$ cat config.mk
export PLATFORM = sky130hd
export DESIGN_NAME = time_bcd_counter
export DESIGN_NICKNAME = d
export VERILOG_FILES = /design/src/rtl/clock_pkg.sv /design/src/rtl/bcd_mod_counter.sv /design/src/rtl/time_bcd_counter.sv
export SDC_FILE = /design/constraint.sdc
export NUM_CORES = 1
export LEC_CHECK = 0
export ABC_AREA = 1
export CAP_MARGIN = 40
export CELL_PAD_IN_SITES_DETAIL_PLACEMENT = 0
export CELL_PAD_IN_SITES_GLOBAL_PLACEMENT = 2
export CORE_MARGIN = 2
export CORE_UTILIZATION = 30
export DETAILED_ROUTE_END_ITERATION = 12
export PLACE_DENSITY_LB_ADDON = 0.1
export RECOVER_POWER = 25
export SYNTH_ARGS = -nofsm -noshare
export SYNTH_HDL_FRONTEND = slang
export SYNTH_SLANG_ARGS = --single-unit
$ cat constraint.sdc
create_clock -name CLK -period 2.3 [get_ports CLK]
set_input_delay 0.46 -clock CLK [delete_from_list [all_inputs] [get_ports CLK]]
set_output_delay 0.46 -clock CLK [all_outputs]
set_load 0.01 [all_outputs]
$ cat src/rtl/clock_pkg.sv
// Shared constants for the 1 Hz strobe chain and time-of-day display path.
package clock_pkg;

  localparam int unsigned SEC_MOD    = 60;
  localparam int unsigned MIN_MOD    = 60;
  localparam int unsigned HOUR_MOD   = 24;
  localparam int unsigned TICK_COUNT = 125_000_000;  // CLK cycles per 1 Hz strobe
  localparam logic [7:0]  BCD_ZERO   = 8'h00;

  typedef enum logic {
    MODE_RUN = 1'b0,
    MODE_SET = 1'b1
  } mode_t;

  function automatic logic [7:0] to_bcd(input int unsigned v);
    return {4'(v / 10), 4'(v % 10)};
  endfunction

endpackage

$ cat src/rtl/bcd_mod_counter.sv
// Two-digit BCD counter modulo MOD with synchronous clear and combinational wrap flag.
module bcd_mod_counter
  import clock_pkg::*;
#(
  parameter int unsigned MOD = 60
) (
  input  logic       CLK,
  input  logic       RESET,
  input  logic       CLR,
  input  logic       INC,
  output logic [7:0] Q,
  output logic       WRAP
);

  localparam logic [7:0] LAST = to_bcd(MOD - 1);

  logic [3:0] tens;
  logic [3:0] units;
  logic [7:0] next;

  assign tens  = Q[7:4];
  assign units = Q[3:0];
  assign WRAP  = INC && (Q == LAST);

  // Any illegal digit, or running past 99, falls back to 00 on the next increment.
  always_comb begin
    next = Q;
    if (CLR) begin
      next = BCD_ZERO;
    end else if (INC) begin
      if (tens > 4'd9 || units > 4'd9 || Q == LAST || Q == 8'h99)
        next = BCD_ZERO;
      else if (units == 4'd9)
        next = {tens + 4'd1, 4'd0};
      else
        next = {tens, units + 4'd1};
    end
  end

  always_ff @(posedge CLK) begin
    if (RESET) Q <= BCD_ZERO;
    else       Q <= next;
  end

endmodule

$ cat src/rtl/time_bcd_counter.sv
// BCD hh:mm:ss time-of-day counter driven by a 1 Hz strobe, with button time-set mode.
module time_bcd_counter
  import clock_pkg::*;
#(
  parameter int unsigned SEC_MOD  = clock_pkg::SEC_MOD,
  parameter int unsigned MIN_MOD  = clock_pkg::MIN_MOD,
  parameter int unsigned HOUR_MOD = clock_pkg::HOUR_MOD
) (
  input  logic       CLK,
  input  logic       RESET,
  input  logic       ENABLE,
  input  logic       SET_MODE,
  input  logic       INC_MIN,
  input  logic       INC_HOUR,
  output logic [7:0] SEC_BCD,
  output logic [7:0] MIN_BCD,
  output logic [7:0] HOUR_BCD,
  output logic       MIN_TICK,
  output logic       HOUR_TICK,
  output logic       DAY_TICK
);

  mode_t mode;
  logic  run;
  logic  sec_inc, min_inc, hour_inc;
  logic  sec_wrap, min_wrap, hour_wrap;

  assign mode = SET_MODE ? MODE_SET : MODE_RUN;
  assign run  = (mode == MODE_RUN);

  // Run mode chains carries; set mode feeds each field straight from its button.
  assign sec_inc  = run && ENABLE;
  assign min_inc  = run ? sec_wrap : INC_MIN;
  assign hour_inc = run ? min_wrap : INC_HOUR;

  bcd_mod_counter #(.MOD(SEC_MOD)) u_sec (
    .CLK(CLK), .RESET(RESET), .CLR(!run), .INC(sec_inc),
    .Q(SEC_BCD), .WRAP(sec_wrap)
  );

  bcd_mod_counter #(.MOD(MIN_MOD)) u_min (
    .CLK(CLK), .RESET(RESET), .CLR(1'b0), .INC(min_inc),
    .Q(MIN_BCD), .WRAP(min_wrap)
  );

  bcd_mod_counter #(.MOD(HOUR_MOD)) u_hour (
    .CLK(CLK), .RESET(RESET), .CLR(1'b0), .INC(hour_inc),
    .Q(HOUR_BCD), .WRAP(hour_wrap)
  );

  always_ff @(posedge CLK) begin
    if (RESET) begin
      MIN_TICK  <= 1'b0;
      HOUR_TICK <= 1'b0;
      DAY_TICK  <= 1'b0;
    end else begin
      MIN_TICK  <= run && sec_wrap;
      HOUR_TICK <= run && min_wrap;
      DAY_TICK  <= run && hour_wrap;
    end
  end

endmodule
# --- Word level (Yosys, flattened, before mapping) ---
# Index checks and enable logic that the tools add are counted.
totals:
  register_bits: 27
  input_bits: 6
  output_inout_bits: 27
  wordCells: 63
op_classes:
  add_sub_neg: 6
  n_lt_le_gt_ge: 6
  n_eq_ne: 9
  mux: 9
  bitwise: 1
  n_reduce_logical: 23
op_table:
  columns: ["cell", "n"]
  rows:
  - ["8-bit two-way mux", 6]
  - ["4-bit by 1-bit adder with 4-bit output (second input constant)", 6]
  - ["8-bit == test (second input constant)", 3]
  - ["4-bit greater-than comparator (second input constant)", 6]
  - ["8-bit by 7-bit == test with 1-bit output (second input constant)", 2]
  - ["4-bit == test (second input constant)", 3]
  - ["1-bit logical OR", 9]
  - ["8-bit by 6-bit == test with 1-bit output (second input constant)", 1]
  - ["1-bit logical AND", 7]
  - ["2-bit AND reduction", 3]
  - ["2-bit nonzero test", 3]
  - ["1-bit two-way mux", 3]
  - ["2-bit OR reduction", 1]
  - ["1-bit inverter", 1]

# --- Depth between registers and ports, before layout ---
depth:
  depth_word: 9
  ltp_mapped: 12
  depth_no_buf: 12

# --- Cells and area by module ---
# Synthesis repeated with hierarchy kept, for this count alone.
unflattened:
  hier_cells: 243
  hier_area_um2: 1754.2
modules_own_cells:
  columns: ["mod", "n_inst", "cells_each", "area_each_um2", "seq_area_each_um2"]
  rows:
  - ["bcd_mod_counter (u_min ...)", 2, 74, 550.5, 160.2]
  - ["bcd_mod_counter (u_hour)", 1, 78, 540.5, 160.2]
  - ["time_bcd_counter", 1, 17, 112.6, 60.1]

# --- Worst setup path after synthesis ---
# Ideal clock, no wire load.
synth_path:
  kind: "reg2reg"
  startpoint: "register u_sec.Q[4]"
  endpoint: "register u_min.Q[3]"
  t_arrival_ps: 1352
  required_time_ps: 2187
  slack_ps: 835
  path_stages_with_launch: 11
  synth_period_minus_slack_ps: 1465
  path_cell_list: "dfxtp_1 ha_1 nand3_2 inv_1 nand3_4 nand2_8 nand2_4 inv_2 nand2_1 nor2_1 nor2_1"
synth_via:
  elab_chain_cells: 3
synth_rtl:
  columns: ["item", "line_no", "text"]
  rows:
  - ["from (decl)", "bcd_mod_counter.sv:11", "output logic [7:0] Q,"]
  - ["from (signal assigned)", "bcd_mod_counter.sv:42", "else Q <= next;"]
  - ["8-bit by 7-bit == test with 1-bit output", "bcd_mod_counter.sv:23", "assign WRAP = INC && (Q == LAST);"]
  - ["1-bit logical AND", "bcd_mod_counter.sv:23", null]
  - ["1-bit two-way mux", "time_bcd_counter.sv:33", "assign min_inc = run ? sec_wrap : INC_MIN;"]
  - ["to (signal assigned)", "bcd_mod_counter.sv:42", null]
  - ["to (decl)", "bcd_mod_counter.sv:11", null]
# No other way between the ends.
# A chain may end at the register's enable or synchronous reset.

# --- Worst setup path in the final report ---
layout_path:
  startpoint: "input SET_MODE"
  endpoint: "register u_min.Q[3]"
layout_via:
  elab_chain_cells: 5
layout_rtl:
  columns: ["item", "line_no", "text"]
  rows:
  - ["from (decl)", "time_bcd_counter.sv:12", "input logic SET_MODE,"]
  - ["1-bit two-way mux *", "time_bcd_counter.sv:28", "assign mode = SET_MODE ? MODE_SET : MODE_RUN;"]
  - ["1-bit inverter", "time_bcd_counter.sv:29", "assign run = (mode == MODE_RUN);"]
  - ["1-bit logical AND", "time_bcd_counter.sv:32", "assign sec_inc = run && ENABLE;"]
  - ["1-bit logical AND", "bcd_mod_counter.sv:23", null]
  - ["1-bit two-way mux *", "time_bcd_counter.sv:33", null]
# Mark *: on every way between the ends. The rest lies on a longest branch, timed or not.

==> metrics <==
hold_buf cts=0; Non-Filler Instances=338; fill cell count=585; # H-tree levels=1; Period minus WS final=1.94 ns; status=complete, no violations; simple-gate share of the synthesized area=0.411; remaining global-route overflow=0; Synth Warn #=0; Max-cap violations=0; Mapped Area=1660 um^2; die area=6140 um^2; CP Class=input pin to register; Area Growth Syn to Fin=26.2%; Starting Density=0.305; XOR/XNOR share of the synthesized area=0.0264; Finish-stage setup viols=0; nets=283; R2R setup slack=0.57 ns; Unique masters post-synth=28; routed length per instance=11.4 um; Die Span X=78.4 um; Post-CTS Setup Inserts=0; Synth Instances=231; P per Cell Area=396 nW/um^2; Worst Hold Path EP=u_min.Q[5]; count of input and output buffers=32; layout cells sized above 1=0.124; WHS Path Cells=2; CTS buffer count=3; Peak Freq=516 MHz; post-synthesis net count=247; pin count of the biggest net entering global routing=15; core area=5440 um^2; antenna-violating nets left=0; Sinks on Clock Net=27; HPWL after DPL=3020 um; first-pass GRT wire length=6620 um; worst-skew pair later-pin latency=0.27 ns; GRT Util Overall=0.134; Routed Wire Length=3850 um; Worst EP required=2.48 ns; Diodes inserted=0; Die Span Y=78.4 um; FF-to-FF End=u_min.Q[3]; CTS clk-pin slew, worst paths=0.10 ns; Iter 0 DRT Violations=29; Final Power=0.829 mW; Setup TNS=0 ns; Slew headroom=0.792; number of global-route vias before repair=1436; post-cts sizing count=0; Leak=0.867 nW; Critical Path Start Type=input pin; Final period util=0.843; clk_skew=0.00348 ns; mux contribution to synthesized area=0; Core Util, Final=0.385; largest family of logic cells by synthesized area=simple AND/OR/NAND/NOR gates; Max VDD drop=0.191 mV; final max-slew violation count=0; number of synthesized register bits=27; Synth Area in Compound Gates=0.0754; register area share after synthesis=0.326; Tightest Pin Transition=0.310 ns; GPL Wtd Cong=0.750; worst hold slack=0.512 ns; Final Hold Vio Count=0; routed via count=1508; CTS tree=yes; initial antenna violation count=0; placed insts=334; 1st-pass router iterations=4; Avg Cell Area, Syn=7.18 um^2; root buffer cell=clkbuf_8; DR vias/cell=4.46; CP Max Fanout=8; Worst Reg-to-Reg Cells=10; Worst Setup End Kind=register; # DRC=0; Site Rows=27; WP data arrival=2.12 ns; Tightest Hold Check Type=register to register; Worst R2R Start=u_sec.Q[4]; Adder-Cell Fraction of Synth Area=0.0754; I/O pins=33; RSZ-0062 raised after global routing=false; Hold Startpoint=u_min.Q[5]; CTS max path bufs=2
layout make-up:
class,instances,area [um^2],area share
Inverter,37,139,0.0663
Timing Repair Buffer,32,320,0.153
Sequential cell,27,541,0.258
Tap cell,72,90.1,0.0430
Clock buffer,4,45.0,0.0215
Multi-Input combinational cell,166,958,0.458
Yosys cell counts, drive strengths merged:
| library cell | count | area, um^2 |
|---|---|---|
| nand2 | 53 | 268 |
| clkbuf | 1 | 3.75 |
| xor2 | 5 | 43.8 |
| nand3 | 23 | 138 |
| o21ai | 8 | 47.5 |
| nor3 | 5 | 30.0 |
| nand4 | 4 | 25.0 |
| o21a | 1 | 7.51 |
| nor2 | 39 | 195 |
| nor4 | 1 | 6.26 |
| nand3b | 1 | 7.51 |
| inv | 37 | 139 |
| a21oi | 14 | 70.1 |
| ha | 10 | 125 |
| and3 | 2 | 12.5 |
| dfxtp | 27 | 541 |
power by group:
group	internal [mW]	switching (mW)	leakage, nW	total [mW]
Combinational	0.0285	0.0393	0.626	0.0678
Clock	0.124	0.157	0.0228	0.281
Sequential	0.472	0.00761	0.218	0.480
layout by cell type (no fill, tap or decap), drive strengths merged:
cell,count
xor2,5
nor4,1
a21oi,14
nand4,4
and3,2
o21ai,8
o21a,1
clkdlybuf4s50,28
nand3,23
nand2,53
dfxtp,27
clkbuf,4
nor3,5
ha,10
nand3b,1
dlygate4sd3,4
inv,37
nor2,39
state kept, by name, indices dropped and copies added (netlist names):
signal     flops
u_min.Q        8
MIN_TICK       1
DAY_TICK       1
u_sec.Q        8
u_hour.Q       8
HOUR_TICK      1
critical path, cell delays in order:
cell and delay (ns):
dlygate4sd3_1 0.62, nor2_4 0.22, nand3_1 0.27, nand2_8 0.19, nand2_2 0.08, nand2_1 0.13, inv_1 0.05, nand2_1 0.06
nor2_1 0.03
stage by stage:
step                setup WS, ns  area, um^2
global route               0.248        2090
floorplan                  0.835        1660
CTS                        0.478        2110
global placement           0.334        2070
detailed placement         0.280        2070
finish                     0.362        2090
cell families (layout without fill, tap and decap cells):
group	Yosys count	after routing
adders and majority gates	10	10
and+or+nand+nor	128	128
buffers and inverters	38	73
xor gates and xnor gates	5	5
AOI/OAI and AO/OA	23	23
DFF	27	27
worst max-delay path by stage:
stage | end | depth (start not counted) | from | slack [ns]
global placement | u_hour.Q[7] | 9 | SET_MODE | 0.33
floorplan | u_min.Q[3] | 10 | u_sec.Q[4] | 0.84
global route | u_min.Q[3] | 9 | SET_MODE | 0.25
CTS | HOUR_BCD[4] | 1 | u_hour.Q[4] | 0.48
detailed placement | u_hour.Q[5] | 9 | SET_MODE | 0.28
finish | u_min.Q[3] | 9 | SET_MODE | 0.36
metal layers:
layer | vias to the layer above | track usage | routed length [um]
met5 | - | 0 | 0
met4 | 0 | 0.0368 | 19
met3 | 2 | 0.0207 | 124
met2 | 22 | 0.233 | 1860
met1 | 683 | 0.172 | 1850
li1 | 801 | - | -
(Power assumes the default switching activity.)
